[config.mk]
export PLATFORM = sky130hd
export DESIGN_NAME = dmem_dma
export DESIGN_NICKNAME = d
export VERILOG_FILES = /design/src/rtl/dmem_dma.sv
export SDC_FILE = /design/constraint.sdc
export NUM_CORES = 1
export LEC_CHECK = 0
export CAP_MARGIN = 5
export CORE_ASPECT_RATIO = 1.4
export CORE_MARGIN = 5
export CORE_UTILIZATION = 44
export DETAILED_ROUTE_END_ITERATION = 7
export PLACE_DENSITY = 0.81
export SYNTH_ARGS = -nofsm -noshare
export SYNTH_HDL_FRONTEND = slang
export SYNTH_SLANG_ARGS = --single-unit
[constraint.sdc]
create_clock -name clk -period 2.3 [get_ports clk]
set_input_delay 0.345 -clock clk [delete_from_list [all_inputs] [get_ports clk]]
set_output_delay 0.345 -clock clk [all_outputs]
set_load 0.01 [all_outputs]
[src/rtl/dmem_dma.sv]
// Word-granular DMA engine between two regions of one data memory.
// Each word is read (RD), captured (CAP) and written (WR), in ascending order.
// The transfer stalls while mem_stall is high.
// An optional fill mode is enabled by defining DMEM_DMA_FILL_EN.
// In fill mode the engine writes one constant word to the destination range and skips the reads.
module dmem_dma #(
  parameter int unsigned WIDTH = 16
) (
  input  logic             clk,
  input  logic             rst_n,
  input  logic             start,
  input  logic [WIDTH-1:0] src,
  input  logic [WIDTH-1:0] dst,
  input  logic [WIDTH-1:0] len,
`ifdef DMEM_DMA_FILL_EN
  input  logic             fill,
  input  logic [31:0]      fill_data,
`endif
  output logic             busy,
  output logic             done,
  output logic [WIDTH-1:0] mem_address,
  output logic [31:0]      mem_data_in,
  output logic             mem_write,
  output logic             mem_read,
  input  logic [31:0]      mem_data_out,
  input  logic             mem_stall
);

  typedef enum logic [2:0] {
    StIdle,
    StRd,
    StCap,
    StWr,
    StDone
  } state_e;

  state_e           state_q, state_d;
  logic [WIDTH-1:0] src_q, src_d;
  logic [WIDTH-1:0] dst_q, dst_d;
  logic [WIDTH-1:0] cnt_q, cnt_d;
  logic [31:0]      data_q, data_d;
`ifdef DMEM_DMA_FILL_EN
  logic             fill_q, fill_d;
`endif

  // State and datapath registers with synchronous active-low reset.
  always_ff @(posedge clk) begin
    if (!rst_n) begin
      state_q <= StIdle;
      src_q   <= '0;
      dst_q   <= '0;
      cnt_q   <= '0;
      data_q  <= '0;
`ifdef DMEM_DMA_FILL_EN
      fill_q  <= 1'b0;
`endif
    end else begin
      state_q <= state_d;
      src_q   <= src_d;
      dst_q   <= dst_d;
      cnt_q   <= cnt_d;
      data_q  <= data_d;
`ifdef DMEM_DMA_FILL_EN
      fill_q  <= fill_d;
`endif
    end
  end

  // Next-state logic: sequence through the states and step the addresses and remaining count.
  always_comb begin
    state_d = state_q;
    src_d   = src_q;
    dst_d   = dst_q;
    cnt_d   = cnt_q;
    data_d  = data_q;
`ifdef DMEM_DMA_FILL_EN
    fill_d  = fill_q;
`endif
    case (state_q)
      StIdle: begin
        if (start) begin
          if (len == '0) begin
            // Empty transfer: complete without touching memory.
            state_d = StDone;
          end else begin
            src_d = src;
            dst_d = dst;
            cnt_d = len;
`ifdef DMEM_DMA_FILL_EN
            fill_d = fill;
            if (fill) begin
              data_d  = fill_data;
              state_d = StWr;
            end else begin
              state_d = StRd;
            end
`else
            state_d = StRd;
`endif
          end
        end
      end
      StRd: begin
        if (!mem_stall) begin
          state_d = StCap;
        end
      end
      StCap: begin
        // Read data is valid the cycle after the read was accepted.
        data_d  = mem_data_out;
        state_d = StWr;
      end
      StWr: begin
        if (!mem_stall) begin
          src_d = src_q + WIDTH'(1);
          dst_d = dst_q + WIDTH'(1);
          cnt_d = cnt_q - WIDTH'(1);
          if (cnt_q == WIDTH'(1)) begin
            state_d = StDone;
          end else begin
`ifdef DMEM_DMA_FILL_EN
            state_d = fill_q ? StWr : StRd;
`else
            state_d = StRd;
`endif
          end
        end
      end
      StDone: begin
        state_d = StIdle;
      end
      default: begin
        state_d = StIdle;
      end
    endcase
  end

  // Output decode from the current state.
  // Requests are gated by rst_n so that a reset issues no further memory access.
  always_comb begin
    busy        = 1'b0;
    done        = 1'b0;
    mem_read    = 1'b0;
    mem_write   = 1'b0;
    mem_address = '0;
    mem_data_in = data_q;
    case (state_q)
      StRd: begin
        busy        = 1'b1;
        mem_read    = rst_n;
        mem_address = src_q;
      end
      StCap: begin
        busy = 1'b1;
      end
      StWr: begin
        busy        = 1'b1;
        mem_write   = rst_n;
        mem_address = dst_q;
      end
      StDone: begin
        done = 1'b1;
      end
      default: begin
      end
    endcase
  end

endmodule

==> Word level (Yosys, flattened, before mapping) <==
Index checks and enable logic that the tools add are counted.
{ "totals": {"regBits": 83, "output_inout_bits": 52, "inputBits": 84, "wordCells": 46} }
{ "classes": {"reduce_logical": 6, "muxes": 23, "eq_ne": 9, "addsub": 3} }
{ "ops": {"columns": ["operator", "n"], "rows": [
  ["$mux 16", 9],
  ["$pmux 16 s2", 4],
  ["$add 16x1->16 const B", 2],
  ["$eq 16x1->1 const B", 1],
  ["$logic_not 16->1", 1],
  ["$sub 16x1->16 const B", 1],
  ["$mux 3", 5],
  ["$pmux 3 s4", 1],
  ["$ne 2x2->1 const B", 4],
  ["$eq 3x2->1 const B", 2],
  ["$mux 1", 4],
  ["$reduce_and 4->1", 1],
  ["$eq 3x1->1 const B", 1],
  ["$eq 3x3->1 const B", 1],
  ["$logic_not 3->1", 1],
  ["$reduce_and 3->1", 1],
  ["$reduce_or 3->1", 1],
  ["$reduce_bool 2->1", 1]
]} }

==> Longest topological paths before layout <==
Gate-level depths: netlist (run 1).
{ "logic_depth": {"depth_word": 4, "mapped_depth": 8, "depth_no_buf": 7} }

==> Worst setup path after synthesis (run 1) <==
OpenSTA, ideal clock, no wires.
{ "synth_timing": {"path_kind": "register to register", "start": "register cnt_q[0]", "end": "register cnt_q[10]", "path_buffers": 0, "stages_incl_launch_ff": 8, "arrival_time_ns": 1.932, "path_slack_ns": 0.310, "period_less_slack_ns": 1.990, "setup_time_ns": 0.058, "required_time_ns": 2.242, "cell_sequence": "dfxtp_1 inv_1 ha_1 or3b_2 or2_4 or4_1 a21oi_1 o21a_1"} }
{ "synth_via": {"elab_chain_len": 3} }
{ "synth_rtl": {"columns": ["element", "line_no", "rtl"], "rows": [
  ["start: declaration", "40", "logic [WIDTH-1:0] cnt_q, cnt_d;"],
  ["start signal: assignment", "61", "cnt_q <= cnt_d;"],
  ["$sub 16x1->16", "117", "cnt_d = cnt_q - WIDTH'(1);"],
  ["$mux 16", "114", "if (!mem_stall) begin"],
  ["$pmux 16 s2", "79", "case (state_q)"]
]} }
Every way passes these cells. The select of a mux whose other input is x is not followed.
A chain may end at the register's enable or synchronous reset.

==> Worst setup path in the final report (run 1) <==
{ "layout_timing": {"start": "register state_q[1]", "end": "output port mem_address[5]"} }
{ "layout_via": {"elab_chain_len": 2, "elab_cells_between_ends": 3} }
{ "layout_rtl": {"columns": ["element", "line_no", "rtl"], "rows": [
  ["start: declaration", "37", "state_e state_q, state_d;"],
  ["start signal: assignment", "49", "state_q <= StIdle;"],
  ["start signal: assignment", "58", "state_q <= state_d;"],
  ["$eq 3x2->1 / $eq 3x1->1 (equally long branches)", "147", "case (state_q)"],
  ["$pmux 16 s2 *", "147", null],
  ["end: declaration", "21", "output logic [WIDTH-1:0] mem_address,"]
]} }
Every way passes the cells marked *; elsewhere a longest branch is shown, timed or not.

==> results of run 1 <==
## where the power goes
part           internal (mW)  total, mW  switching, mW
Sequential              1.54       1.65          0.110
Clock                  0.865       1.42          0.553
Combinational          0.457      0.882          0.425
## routing by layer
metal | up-vias | routed length, um
li1 | 2421 | -
met1 | 2343 | 5556
met2 | 199 | 7758
met3 | 49 | 996
met4 | 0 | 654
met5 | - | 0
## state kept, by name (all words and copies together) (netlist names)
signal	cells
state_q	3
dst_q	16
cnt_q	16
mem_data_in	32
src_q	16
## through the flow
stage	power [mW]	setup slack (ps)
after floorplan	2.110	310.1
after global placement	2.533	-138.3
after detailed placement	2.553	-189.3
after CTS	3.979	71.77
after global routing	4.123	3.782
final	3.950	76.85
## area by class of cell
class | instances | area (sq um) | share of cell area [%]
sequential | 83 | 1664 | 25.69
tap | 135 | 168.9 | 2.608
inverter | 5 | 18.77 | 0.2897
clock buffer | 11 | 242.7 | 3.747
multi-input combinational | 452 | 2561 | 39.54
timing repair buffer | 184 | 1769 | 27.31
clock inverter | 5 | 52.55 | 0.8113
## worst max path at each step
stage | startpoint | endpoint | slack (ps)
finish | state_q[1] | mem_address[5] | 80
floorplan | cnt_q[0] | cnt_q[10] | 310
CTS | state_q[1] | mem_address[5] | 70
global route | cnt_q[0] | cnt_q[14] | 4
global placement | start | cnt_q[14] | -140
detailed placement | len[5] | cnt_q[14] | -190
## worst max-delay path: stages (launching register included)
cell and delay, ps:
dfxtp_2 450, buf_4 270, mux2i_1 260, nor2_1 70, clkdlybuf4s50_1 490
## cell families (layout without fill, tap and decap cells)
| family | Yosys count | count (layout) | share of synthesized area (%) |
|---|---|---|---|
| AND/OR/NAND/NOR | 269 | 269 | 28.50 |
| multiplexers | 16 | 16 | 3.597 |
| adder cells (fa/ha/maj) | 4 | 4 | 1.124 |
| XOR/XNOR | 1 | 1 | 0.1968 |
| flip-flops | 83 | 83 | 37.32 |
| AO/OA/AOI/OAI | 162 | 162 | 23.89 |
| buffers and inverters | 55 | 205 | 5.368 |
## cell usage in the layout (no fill, tap or decap), types with 5 or more instances in the layout
cell type          n
clkdlybuf4s50_1  135
nand2_1          118
dfxtp_1           81
a21oi_1           67
nor2_1            49
buf_4             45
nand3_1           26
o21ai_0           20
mux2i_1           16
nand4_1           12
o31ai_1           12
nor3_1             9
or3_1              9
nor4_1             9
clkbuf_16          9
and3_1             7
a31oi_1            7
o21a_1             6
a311oi_1           5
o211ai_1           5
## timing repair
| action | in CTS | in global routing |
|---|---|---|
| endpoints found under the setup margin | 11 | 1 |
| gates resized for setup | 2 | 1 |
| pin swaps | 0 | 0 |
| hold buffers | 0 | 0 |
==> results.toml, run 1 <==
[run_status]
status = "complete, no violations"

[clock_network]
cts_buffers = 9
path_clk_slew_ps = 60
cts-root-buf = "clkbuf_16"
clock_path_buffers = 2
cts_tree = "done"
cts_setup_buffers = 0
h-tree-depth = 3
clkSinkCount = 83
clk_latency_ps = 330

[final_layout]
drive_gt1_share_pct = 10.95
fin_area_sq_um = 6477
fillCellCount = 866
fin_nets = 823
finish.utilization_pct = 65.43
area_growth_pct = 45.50
instances_no_fill = 875
antenna_cells = 0

[global_routing]
use_met3_pct = 5.517
grt_pass1_wl_um = 23770
grt_max_degree = 68
grt_use_total_pct = 24.52
overflow = 0
grt_pass1_vias = 5047
antenna_found_initial = 0
busiest_layer = "met2"
grt_use_met1_pct = 25.55
grtUsageMet2_pct = 44.89

[synthesis]
synth_area_leaders = "dfxtp_1, nand2_1, a21oi_1, nor2_1, mux2i_1"
synth_top_area_cell = "dfxtp_1"
synth_async_sr_flop_share_pct = 0
syn_area_per_cell_sq_um = 7.545
yosysSeqAreaShare_pct = 37.32
synth.cell_area_sq_um = 4452
synth_top_area_share_pct = 37.32
syn_inst = 590
synth_cell_type_count = 63
syn_nets = 678
yosys_warnings = 0
synth-seq-cells = 83
post-synth-top-count-cell = "nand2_1"
synth_flop_cell = "dfxtp_1"
synth_edf_count = 0
synthTopCellsByCount = "nand2_1, dfxtp_1, a21oi_1"

[worst_setup_path]
reg2regPathDepth = 7
path_class = "flop to output port"
start_kind = "flop"
r2r_end = "cnt_q[10]"
end_kind = "output port"
critPathRequiredTime_ps = 1960
path_max_fanout = 11
critPathArrivalTime_ps = 1880
rr_startpoint = "cnt_q[0]"
rrSetupSlack_ps = 160

[sta]
finalSetupTns_ps = 0
max_freq_mhz = 449.8
setup_viol = 0
holdWs_ps = 452.5
tightestPinTransition_ps = 720.8
finalHoldViolations = 0
slew_violations = 0
fin_skew_ps = 4.976
timing.slew.headroom_pct = 51.95
post-route-period-util_pct = 96.66
finalCriticalPeriod_ps = 2223
rsz0062_at_grt = "no"

[die]
io_pins = 136
die-area_sq_um = 12260
core_sq_um = 9899
die_y_um = 129.0
rows = 43
initial_utilization_pct = 44.97
die_w_um = 95.01

[detailed_routing]
drt_first_iter_violations = 303
avgRoutedWirePerCell_um = 17.10
vias_per_cell = 5.728
wirelength_um = 14970
drc = 0
postRouteAntennaNets = 0
vias = 5012
firstDrtPassIters = 5

[min_path]
hold_start = "mem_data_in[8]"
min_path_type = "flop to flop"
hold-path-endpoint = "mem_data_in[8]"
hold_depth = 2

[placement]
hpwlAfterDp_um = 11260
placed_area_sq_um = 6175
globalplace.congestion = 0.9213
port_buffers = 135
placed_cells = 859

[job]
max_cap_viol_count = 0

[pwr]
power.density_nw_per_um2 = 609.8
ir_drop_v = 0.0003325
p_leak_nw = 2.334
No activity file was read; power rests on OpenSTA's default activity.
==> run 2: changes to the inputs <==
- PLACE_DENSITY: 0.81 -> 0.84
==> results.toml, run 2 (synthesis gave the netlist of run 1 again) <==
[clock_network]
holdBufCountCts = 0
cts_buffers = 9
path_clk_slew_ps = 60
h-tree-depth = 3
clock_path_buffers = 2
clkSinkCount = 83
clk_latency_ps = 340
cts-root-buf = "clkbuf_16"
cts_tree = "done"

[sta]
setup_viol = 0
fin_skew_ps = 7.026
finalHoldViolations = 0
max_freq_mhz = 450.2
tightestPinTransition_ps = 1071
slew_violations = 0
post-route-period-util_pct = 96.57
rsz0062_at_grt = "no"
timing.slew.headroom_pct = 28.57
finalCriticalPeriod_ps = 2221

[pwr]
internal-power_mw = 2.984
power.density_nw_per_um2 = 637.3
clockPowerShare_pct = 38.6
finalPower_mw = 4.107
switching_share_pct = 27.35
p_seq_share_pct = 40.2
power.share.combinational_pct = 21.1
ir_drop_v = 0.0004449
p_sw_mw = 1.123
p_leak_nw = 2.326

[die]
die_w_um = 95.01
die-area_sq_um = 12260
core_sq_um = 9899
rows = 43
die_y_um = 129.0
initial_utilization_pct = 44.97
io_pins = 136

[final_layout]
antenna_cells = 0
largest_reg_flops = 32
area_growth_pct = 44.74
final_cell_mix = "clkdlybuf4s50_1, nand2_1, dfxtp_1"
fillCellCount = 852
layout_commonest_cell = "clkdlybuf4s50_1"
instances_no_fill = 868
finish.utilization_pct = 65.09
drive_gt1_share_pct = 10.23
fin_nets = 816

[global_routing]
grt_max_degree = 63
grt_pass1_vias = 5072
grt_use_total_pct = 24.98
overflow = 0
antenna_found_initial = 0
grt_pass1_wl_um = 24310

[detailed_routing]
vias_per_cell = 5.813
vias = 5046
drc = 0
postRouteAntennaNets = 0
firstDrtPassIters = 5
avgRoutedWirePerCell_um = 17.44
wirelength_um = 15140
drt_first_iter_violations = 393

[worst_setup_path]
critPathRequiredTime_ps = 2580
path_max_fanout = 6
start_kind = "flop"
critPathArrivalTime_ps = 2510
path_class = "flop to flop"
end_kind = "flop"

[min_path]
min_path_type = "flop to flop"

[job]
max_cap_viol_count = 0

[run_status]
status = "complete, no violations"

[placement]
port_buffers = 135
hpwlAfterDp_um = 11220
globalplace.congestion = 0.9540
placed_cells = 851
==> run 2: power groups by stage <==
stage,logic (mW),clock network [mW],registers (mW)
floorplan,0.461,0,1.65
global placement,0.835,0,1.67
CTS,0.860,1.60,1.65
detailed placement,0.851,0,1.68
finish,0.868,1.59,1.65
global route,0.940,1.68,1.67
==> run 2: final timing paths <==
kind,from,cells after the start,end,slack (ps)
min,mem_data_in[0],2,mem_data_in[0],450
max,cnt_q[0],7,cnt_q[10],80
max reg2reg,cnt_q[0],7,cnt_q[10],80
min reg2reg,mem_data_in[0],2,mem_data_in[0],450
==> run 2: metrics by stage <==
step / worst slack [ps] / instance area [sq um] / hold WS, ps / TNS, ps
after CTS: 20.78 / 6426 / 455.0 / 0
after global routing: 0.08793 / 6444 / 474.7 / 0
after detailed placement: -321.0 / 6090 / 447.0 / -11780
after floorplan: 310.1 / 4452 / 443.6 / 0
after global placement: -247.2 / 6090 / 442.2 / -8767
final: 79.00 / 6444 / 452.7 / 0
==> run 2: area by class of cell <==
cell class                 instances  area (sq um)  share of cell area, %
clock buffer                      11         252.7                  3.922
clock inverter                     5         75.07                  1.165
inverter                           5         18.77                 0.2913
multi-input combinational        452          2567                  39.84
sequential                        83          1663                  25.81
tap                              135         168.9                  2.621
timing repair buffer             177          1698                  26.35
==> run 2: what timing repair did <==
action / 4_1_cts / 5_1_grt
buffers inserted: 1 / 0
gates resized for setup: 1 / 5
endpoints found under the setup margin: 3 / 25
pin swaps: 1 / 0
==> run 2: per-layer routing <==
metal,track usage [%],share of wire (%)
met5,0,0
met4,12.15,3.7
met3,6.214,8.2
met2,44.23,51
met1,27.54,37
==> run 2: critical path, stage by stage, from the launching register on <==
cell and delay, ps:
dfxtp_1 370, inv_1 80, ha_1 190, or3b_2 540, or2_4 280, or4_1 390, a21oi_1 170, o21a_1 130
